==> config.mk <==
export PLATFORM = sky130hd
export DESIGN_NAME = audio_frame_sequencer
export DESIGN_NICKNAME = d
export VERILOG_FILES = /design/src/rtl/audio_seq_pkg.sv /design/src/rtl/audio_seq_out_slot.sv /design/src/rtl/audio_frame_sequencer.sv
export SDC_FILE = /design/constraint.sdc
export NUM_CORES = 1
export LEC_CHECK = 0
export BUFFER_PORTS_ARGS = -buffer_cell sky130_fd_sc_hd__buf_2
export CAP_MARGIN = 25
export CORE_AREA = 4 4 123 125
export CTS_CLUSTER_DIAMETER = 30
export DETAILED_ROUTE_END_ITERATION = 8
export DIE_AREA = 0 0 127 129
export GPL_ROUTABILITY_DRIVEN = 0
export GPL_TIMING_DRIVEN = 0
export PLACE_DENSITY = 0.76
export SYNTH_ARGS = -nofsm -noshare
export SYNTH_HDL_FRONTEND = slang
export SYNTH_HIERARCHICAL = 1
export SYNTH_SLANG_ARGS = --single-unit
==> constraint.sdc <==
create_clock -name clk -period 3.74 [get_ports clk]
set_clock_uncertainty 0.15 [all_clocks]
set_input_delay 0.374 -clock clk [delete_from_list [all_inputs] [get_ports clk]]
set_output_delay 0.374 -clock clk [all_outputs]
set_load 0.03 [all_outputs]
==> src/rtl/audio_seq_pkg.sv <==
// Shared types and defaults for the audio frame sequencer.
package audio_seq_pkg;

  localparam int SEQ_DATA_W      = 16;
  localparam int SEQ_TIMEOUT_CYC = 1024;
  localparam int SEQ_CNT_W       = 16;

  typedef enum logic [2:0] {
    IDLE,
    CAPTURE,
    DISPATCH,
    WAIT,
    EMIT
  } seq_state_t;

  typedef struct packed {
    logic [SEQ_DATA_W-1:0] left;
    logic [SEQ_DATA_W-1:0] right;
  } frame_t;

endpackage

==> src/rtl/audio_seq_out_slot.sv <==
// Single-channel DAC output holding register: load strobe, valid/ready, done flag.
module audio_seq_out_slot
  import audio_seq_pkg::*;
#(
  parameter int DATA_W = SEQ_DATA_W
) (
  input  logic              clk,
  input  logic              reset,
  input  logic              load,
  input  logic [DATA_W-1:0] load_data,
  output logic [DATA_W-1:0] data,
  output logic              valid,
  input  logic              ready,
  output logic              done
);

  logic done_q;

  always_ff @(posedge clk or posedge reset) begin
    if (reset) begin
      data   <= '0;
      valid  <= 1'b0;
      done_q <= 1'b0;
    end else if (load) begin
      data   <= load_data;
      valid  <= 1'b1;
      done_q <= 1'b0;
    end else if (valid && ready) begin
      valid  <= 1'b0;
      done_q <= 1'b1;
    end
  end

  // Includes the handshake of the current cycle so EMIT can leave on that edge.
  assign done = done_q | (valid & ready);

endmodule

==> src/rtl/audio_frame_sequencer.sv <==
// Stereo frame capture, engine dispatch or bypass, and DAC emit with timeout fallback.
// Build option AUDIO_SEQ_MONO_EN: left-only capture, frame {L, L}, right beats ignored.
//
// state    | meaning
// IDLE     | one cycle after reset release, inputs not ready
// CAPTURE  | filling L/R slots, stale engine responses flushed
// DISPATCH | frame offered to the engine
// WAIT     | awaiting engine response, timeout timer running
// EMIT     | frame held on the DAC channels until both handshake
module audio_frame_sequencer
  import audio_seq_pkg::*;
#(
  parameter int DATA_W      = SEQ_DATA_W,
  parameter int TIMEOUT_CYC = SEQ_TIMEOUT_CYC,
  parameter int CNT_W       = SEQ_CNT_W
) (
  input  logic                clk,
  input  logic                reset,
  input  logic [DATA_W-1:0]   left_in_data,
  input  logic                left_in_valid,
  output logic                left_in_ready,
  input  logic [DATA_W-1:0]   right_in_data,
  input  logic                right_in_valid,
  output logic                right_in_ready,
  input  logic                bypass,
  output logic [2*DATA_W-1:0] proc_req_data,
  output logic                proc_req_valid,
  input  logic                proc_req_ready,
  input  logic [2*DATA_W-1:0] proc_rsp_data,
  input  logic                proc_rsp_valid,
  output logic                proc_rsp_ready,
  output logic [DATA_W-1:0]   left_out_data,
  output logic                left_out_valid,
  input  logic                left_out_ready,
  output logic [DATA_W-1:0]   right_out_data,
  output logic                right_out_valid,
  input  logic                right_out_ready,
  output logic [CNT_W-1:0]    drop_count,
  output logic [CNT_W-1:0]    timeout_count
);

  localparam int               TMR_W    = $clog2(TIMEOUT_CYC + 1);
  localparam logic [TMR_W-1:0] TMR_LOAD = TMR_W'(TIMEOUT_CYC - 1);
  localparam logic [CNT_W-1:0] CNT_MAX  = '1;

  seq_state_t        state_q, state_d;
  logic [DATA_W-1:0] slot_l_q, slot_r_q;
  logic              l_full_q, r_full_q;
  logic [TMR_W-1:0]  timer_q;
  logic [CNT_W-1:0]  drop_q, tout_q, drop_d;

  logic              in_rdy, l_store, r_store, l_drop, r_drop;
  logic              l_full_n, r_full_n, frame_done;
  logic [DATA_W-1:0] l_val_n, r_val_n, req_r, rsp_l, rsp_r;
  logic [DATA_W-1:0] out_l_d, out_r_d;
  logic              load_raw, load_rsp, tout_hit, clear_slots, timer_load;
  logic              out_load, l_done, r_done;
  logic [1:0]        drop_n;
  logic [CNT_W:0]    drop_sum;

  assign in_rdy         = (state_q != IDLE);
  assign left_in_ready  = in_rdy;
  assign right_in_ready = in_rdy;

  assign l_store  = (state_q == CAPTURE) && left_in_valid && !l_full_q;
  assign l_drop   = in_rdy && left_in_valid && !l_store;
  assign l_full_n = l_full_q | l_store;
  assign l_val_n  = l_store ? left_in_data : slot_l_q;
  assign rsp_l    = proc_rsp_data[2*DATA_W-1:DATA_W];

`ifdef AUDIO_SEQ_MONO_EN
  assign r_store    = 1'b0;
  assign r_drop     = 1'b0;
  assign r_full_n   = 1'b0;
  assign frame_done = l_full_n;
  assign r_val_n    = l_val_n;
  assign req_r      = slot_l_q;
  assign rsp_r      = rsp_l;
`else
  assign r_store    = (state_q == CAPTURE) && right_in_valid && !r_full_q;
  assign r_drop     = in_rdy && right_in_valid && !r_store;
  assign r_full_n   = r_full_q | r_store;
  assign frame_done = l_full_n & r_full_n;
  assign r_val_n    = r_store ? right_in_data : slot_r_q;
  assign req_r      = slot_r_q;
  assign rsp_r      = proc_rsp_data[DATA_W-1:0];
`endif

  always_comb begin
    state_d     = state_q;
    load_raw    = 1'b0;
    load_rsp    = 1'b0;
    tout_hit    = 1'b0;
    clear_slots = 1'b0;
    timer_load  = 1'b0;
    case (state_q)
      IDLE: state_d = CAPTURE;
      CAPTURE: begin
        if (frame_done) begin
          if (bypass) begin
            state_d  = EMIT;
            load_raw = 1'b1;
          end else begin
            state_d = DISPATCH;
          end
        end
      end
      DISPATCH: begin
        if (proc_req_ready) begin
          state_d    = WAIT;
          timer_load = 1'b1;
        end
      end
      WAIT: begin
        // A response on the terminal cycle takes priority over the timeout.
        if (proc_rsp_valid) begin
          state_d  = EMIT;
          load_rsp = 1'b1;
        end else if (timer_q == '0) begin
          state_d  = EMIT;
          load_raw = 1'b1;
          tout_hit = 1'b1;
        end
      end
      EMIT: begin
        if (l_done && r_done) begin
          state_d     = CAPTURE;
          clear_slots = 1'b1;
        end
      end
      default: state_d = IDLE;
    endcase
  end

  assign out_load = load_raw | load_rsp;
  assign out_l_d  = load_rsp ? rsp_l : l_val_n;
  assign out_r_d  = load_rsp ? rsp_r : r_val_n;

  assign drop_n   = {1'b0, l_drop} + {1'b0, r_drop};
  assign drop_sum = {1'b0, drop_q} + {{(CNT_W-1){1'b0}}, drop_n};
  assign drop_d   = drop_sum[CNT_W] ? CNT_MAX : drop_sum[CNT_W-1:0];

  always_ff @(posedge clk or posedge reset) begin
    if (reset) begin
      state_q  <= IDLE;
      slot_l_q <= '0;
      slot_r_q <= '0;
      l_full_q <= 1'b0;
      r_full_q <= 1'b0;
      timer_q  <= '0;
      drop_q   <= '0;
      tout_q   <= '0;
    end else begin
      state_q <= state_d;
      if (clear_slots) begin
        l_full_q <= 1'b0;
        r_full_q <= 1'b0;
      end else begin
        l_full_q <= l_full_n;
        r_full_q <= r_full_n;
      end
      if (l_store) slot_l_q <= left_in_data;
      if (r_store) slot_r_q <= right_in_data;
      if (timer_load)
        timer_q <= TMR_LOAD;
      else if (state_q == WAIT && timer_q != '0)
        timer_q <= timer_q - TMR_W'(1);
      drop_q <= drop_d;
      if (tout_hit && tout_q != CNT_MAX) tout_q <= tout_q + CNT_W'(1);
    end
  end

  assign proc_req_valid = (state_q == DISPATCH);
  assign proc_req_data  = (state_q == DISPATCH) ? {slot_l_q, req_r} : '0;
  assign proc_rsp_ready = (state_q == CAPTURE) || (state_q == WAIT);
  assign drop_count     = drop_q;
  assign timeout_count  = tout_q;

  audio_seq_out_slot #(.DATA_W(DATA_W)) u_slot_l (
    .clk       (clk),
    .reset     (reset),
    .load      (out_load),
    .load_data (out_l_d),
    .data      (left_out_data),
    .valid     (left_out_valid),
    .ready     (left_out_ready),
    .done      (l_done)
  );

  audio_seq_out_slot #(.DATA_W(DATA_W)) u_slot_r (
    .clk       (clk),
    .reset     (reset),
    .load      (out_load),
    .load_data (out_r_d),
    .data      (right_out_data),
    .valid     (right_out_valid),
    .ready     (right_out_ready),
    .done      (r_done)
  );

endmodule

[Word level (Yosys, flattened, before mapping)]
Index checks and enable logic that the tools add are counted.
Word-level totals
  bits of input ports: 73
  output and inout bits: 102
  logic and storage cells: 98
  flip-flop bits (word level): 116
Cells by class
  mux-type cells: 37
  eq/ne operators: 9
  $add $sub $neg: 4
  bitwise operators: 8
  reductions and logical operators: 26
Operators with widths (number)
  2-to-1 mux 16 bit: 5
  2-to-1 mux 32 bit: 1
  2-to-1 mux 11 bit: 2
  2-to-1 mux 1 bit: 21
  2-to-1 mux 3 bit: 6
  adder 16 x 2 -> 17 bit: 1
  adder 16 x 1 -> 16 bit, second input constant: 1
  inequality test 16 bit, second input constant: 1
  case mux 3 bit (5 select lines): 1
  logical AND 1 bit: 13
  zero test 11 bit: 1
  nonzero test 11 bit: 1
  subtractor 11 x 1 -> 11 bit, second input constant: 1
  equality test 3 x 2 -> 1 bit, second input constant: 2
  nonzero test 2 bit: 3
  bitwise OR 1 bit: 5
  zero test 1 bit: 4
  inequality test 2 bit, second input constant: 2
  AND reduction 4 bit: 1
  AND 1 bit: 3
  equality test 3 x 1 -> 1 bit, second input constant: 1
  equality test 3 bit, second input constant: 1
  zero test 3 bit: 1
  inequality test 3 bit, second input constant: 1
  5 further kinds: 5

[Longest topological paths before layout]
  depth after elaboration: 9
  depth in mapped cells: 13
  depth with buffers taken out: 10

[Cells and area by module]
The synthesis kept the hierarchy.
By module, submodules not included
  audio_frame_sequencer: area an instance 4324.1 um^2, times used 1, seq. area each 2001.9 um^2, cells an instance 397
  audio_seq_out_slot: area an instance 724.4 um^2, times used 2, seq. area each 450.4 um^2, cells an instance 41

[Least setup slack after synthesis]
Ideal clock, no wire load.
  kind: reg-to-reg
  start: register state_q[2]
  end: register drop_q[14] (netlist: drop_count[14])
  library setup time: 125 ps
  data arrival time: 2924 ps
  required time: 3465 ps
  clock period less this slack: 3199 ps
  buffers on the path: 2
  stages on the path, launching flop included: 13
  path slack: 541 ps
  cell sequence: dfrtp_1 > clkbuf_1 > nor2_1 > nand4b_1 > clkbuf_1 > nand3_1 > fa_1 > inv_1 > ha_1 > nand4_1 > nor3_1 > nand3_1 > mux2_2
Between the ends
  word-level cells in the longest chain between the ends: 8
  elaborated cells on any way between the ends: 15
  classes of those cells: add/sub: 2; eq/ne: 1; mux: 1; reduce/logical: 11
Ends and longest elaborated chain
  start: declaration: RTL line audio_frame_sequencer.sv:46  | seq_state_t state_q, state_d;
  start signal: assignment: RTL line audio_frame_sequencer.sv:154  | state_q <= state_d;
  equality test 3 x 1 -> 1 bit: RTL line audio_frame_sequencer.sv:65, audio_frame_sequencer.sv:80
  logical AND 1 bit, on equally long branches (2 in series): RTL line audio_frame_sequencer.sv:65, audio_frame_sequencer.sv:80
  zero test 1 bit, on equally long branches: RTL line audio_frame_sequencer.sv:66, audio_frame_sequencer.sv:81
  logical AND 1 bit, on equally long branches: RTL line audio_frame_sequencer.sv:66, audio_frame_sequencer.sv:81
  adder 1 x 1 -> 2 bit *: RTL line audio_frame_sequencer.sv:139  | assign drop_n = {1'b0, l_drop} + {1'b0, r_drop};
  adder 16 x 2 -> 17 bit *: RTL line audio_frame_sequencer.sv:140  | assign drop_sum = {1'b0, drop_q} + {{(CNT_W-1){1'b0}}, drop_n};
  2-to-1 mux 16 bit *: RTL line audio_frame_sequencer.sv:141  | assign drop_d = drop_sum[CNT_W] ? CNT_MAX : drop_sum[CNT_W-1:0];
  named net drop_d[14]: RTL line audio_frame_sequencer.sv:50  | logic [CNT_W-1:0] drop_q, tout_q, drop_d;
  end signal: assignment: RTL line audio_frame_sequencer.sv:168  | drop_q <= drop_d;
  end: declaration: RTL line audio_frame_sequencer.sv:50
Mark *: on every way through the listed nets, which the timed path passes. The rest lies on a longest branch.
A chain may end at the register's enable or synchronous reset.

[Final worst setup path]
Same ends and word-level chain as after synthesis.

==> results.ini <==
[timing]
rsz0062_at_grt=false
tns_ps=0
finalCriticalPeriod_ps=3420
hold_violations=0
slew_viol_final=0
whs_ps=61.0
worst_slack_ps=322
fmax_ghz=0.293
relSlewSlack=0.504
worst_slew_pin_slew_ps=737
setup_viol=0
fin_crit_sh=0.914

[synthesis]
synth_area_per_cell_um2=12.1
synth_top_area_share=0.503
ys_seq_elements=116
ys_types=51
post-synth-top-count-cell=dfrtp_1
syn_area_um2=5770
postSynthCellCount=479
ys_warn_count=6
yosys-top-cells-count=116 x dfrtp_1, 84 x mux2_2, 34 x nand2_1
synthesis.nets=557
synth_ff_type=dfrtp_1
ys_top_cells_by_area=dfrtp_1 50%, mux2_2 16%, mux2_4 4.2%, and2_1 3.6%, xor2_1 2.4%
synth-seq-area-share=0.503
async_flop_share=1.00
synth_top_area_cell=dfrtp_1
synth_edf_count=0

[die]
die_x_um=127
io_pins=175
rows=43
start_util=0.416
die_h_um=129
dieArea_um2=16400
core_um2=13900

[clocking]
cts_sinks=116
cts_root_buf=clkbuf_16
clk_pin_slew_ps=60
clockBufferDepth=2
cts_tree=built
insertion_delay_ps=410
cts_buffers=17
htreeDepth=4

[setup_path]
startpoint_type=register
crit_chain=clkbuf_1 > nor2_1 > nand4b_1 > clkbuf_2 > nand3_1 > fa_1 > inv_1 > ha_1 > nand4_1 > nor3_1 > nand3_1 > mux2_2
cpPeakStageDelay_ps=440
crit_required_ps=3880
end_kind=register
critical_path.top_delay_family=simple AND/OR/NAND/NOR gates
crit_fanout=10
cp.depth=12
r2r_cells=12
path_common_cell=nand3_1
cp.buffers_inverters=3
slowest_stage=fa_1
critPathKind=register to register
arrival_ps=3560

[place]
dp_slack_ps=-321
dp_hpwl_um=10900
placedCellCount=834
numPortBuffers=174

[run_status]
status=finished clean

[power_and_ir_drop]
p_leak_nw=3.87
power_w=0.00582
power.density_nw_per_um2=768
vdd_drop_max_v=0.000394

[route]
vias=4490
first_pass_iters=4
ant_nets=0
routedWlPerCell_um=16.6
via_per_inst=5.17
drtIter0Drc=165
totalWireLength_um=14400
drc=0

[final_layout]
n_antenna_cell=0
final_nets=754
area_growth_pct=31.3
seqCellArea_um2=2900
drive_gt1_frac=0.482
multi_input_area_um2=2660
fin_cells=869
final.fill_count=1204

[global_routing]
grt_pass1_vias=4791
antenna_found_initial=0
gr-usage-all-layers=0.181
grt_pass1_wl_um=23600
grt_max_degree=55
overflow=0

[min_path]
min_path_cells=2
hold_class=primary input to register

[run]
maxCapViolations=0

[per-stage QoR]
step           utilization  cell area, µm²
2_1_floorplan            -            5770
3_3_place_gp         0.495            6870
3_5_place_dp         0.497            6900
4_1_cts              0.546            7570
5_1_grt              0.546            7580
6_report             0.546            7580
[layout make-up]
| class | instances | area share |
|---|---|---|
| plain buffers | 22 | 0.0201 |
| clock buffers | 17 | 0.0561 |
| clock inverters | 15 | 0.0300 |
| inverters | 15 | 0.00776 |
| multi-input cells | 326 | 0.351 |
| flip-flops and latches | 116 | 0.383 |
| well taps | 180 | 0.0297 |
| repair buffers | 178 | 0.122 |
[worst register-to-register path: cells and delay by family, from the launching register on]
family / cells / cell delay, ps
fa+ha+maj: 2 / 680
buf+inv: 3 / 730
flops: 1 / 330
mux: 1 / 270
simple gates: 6 / 1140
[where the power goes]
part           switching (W)  internal (W)  leakage [nW]  total, W
registers           0.000246       0.00164          1.47   0.00189
clock network       0.000605       0.00119         0.315   0.00179
logic                0.00120      0.000937          2.09   0.00214
total                0.00205       0.00377          3.87   0.00582
[layer usage]
| layer | vias to the layer above | global-route usage | wire length (µm) |
|---|---|---|---|
| li1 | 2102 | - | - |
| met1 | 2233 | 0.214 | 5800 |
| met2 | 139 | 0.313 | 7360 |
| met3 | 16 | 0.0540 | 1020 |
| met4 | 0 | 0.0631 | 214 |
| met5 | - | 0 | 0 |
[state kept, by name, indices dropped and copies added (netlist names), 3 cells and up]
register	count
timeout_count	16
state_q	3
slot_l_q	16
timer_q	11
drop_count	16
req_r	16
u_slot_r/data	16
u_slot_l/data	16
[cell usage in the layout (no fill, tap or decap), types with 8 or more instances in the layout]
master	instances
clkbuf_1	9
xor2_1	16
nor3_1	13
buf_2	175
nor2_1	10
inv_1	14
mux2_4	16
nand4_1	10
nand3_1	17
mux2_2	84
nand2_1	34
and2_1	33
clkbuf_16	17
dfrtp_1	116
xnor2_1	8
[logic make-up after synthesis]
kind of cell,count (synthesis),synth area share
simple gates,163,0.165
flops,116,0.503
mux,104,0.212
buf+inv,37,0.0358
compound gates,30,0.0360
xor+xnor,24,0.0364
fa+ha+maj,5,0.0121
[path summary, 6_finish.rpt]
check	startpoint	end	slack [ps]
worst max-delay path	state_q[2]	drop_count[14]	320
worst min-delay path	left_in_data[9]	slot_l_q[9]	60
worst max register to register	state_q[2]	drop_count[14]	320
worst min register to register	timeout_count[11]	timeout_count[11]	350
max in group asynchronous	reset	timeout_count[8]	2450
min in group asynchronous	reset	req_r[1]	380
[repair_timing]
item                                    CTS  global route
pin swaps                                 1             1
resized for setup                         2             0
setup buffers                             1             1
endpoints found under the setup margin   12            12
hold buffers                              1             0
hold endpoints to repair                 62             0
Power figures use the tool's default switching activity.
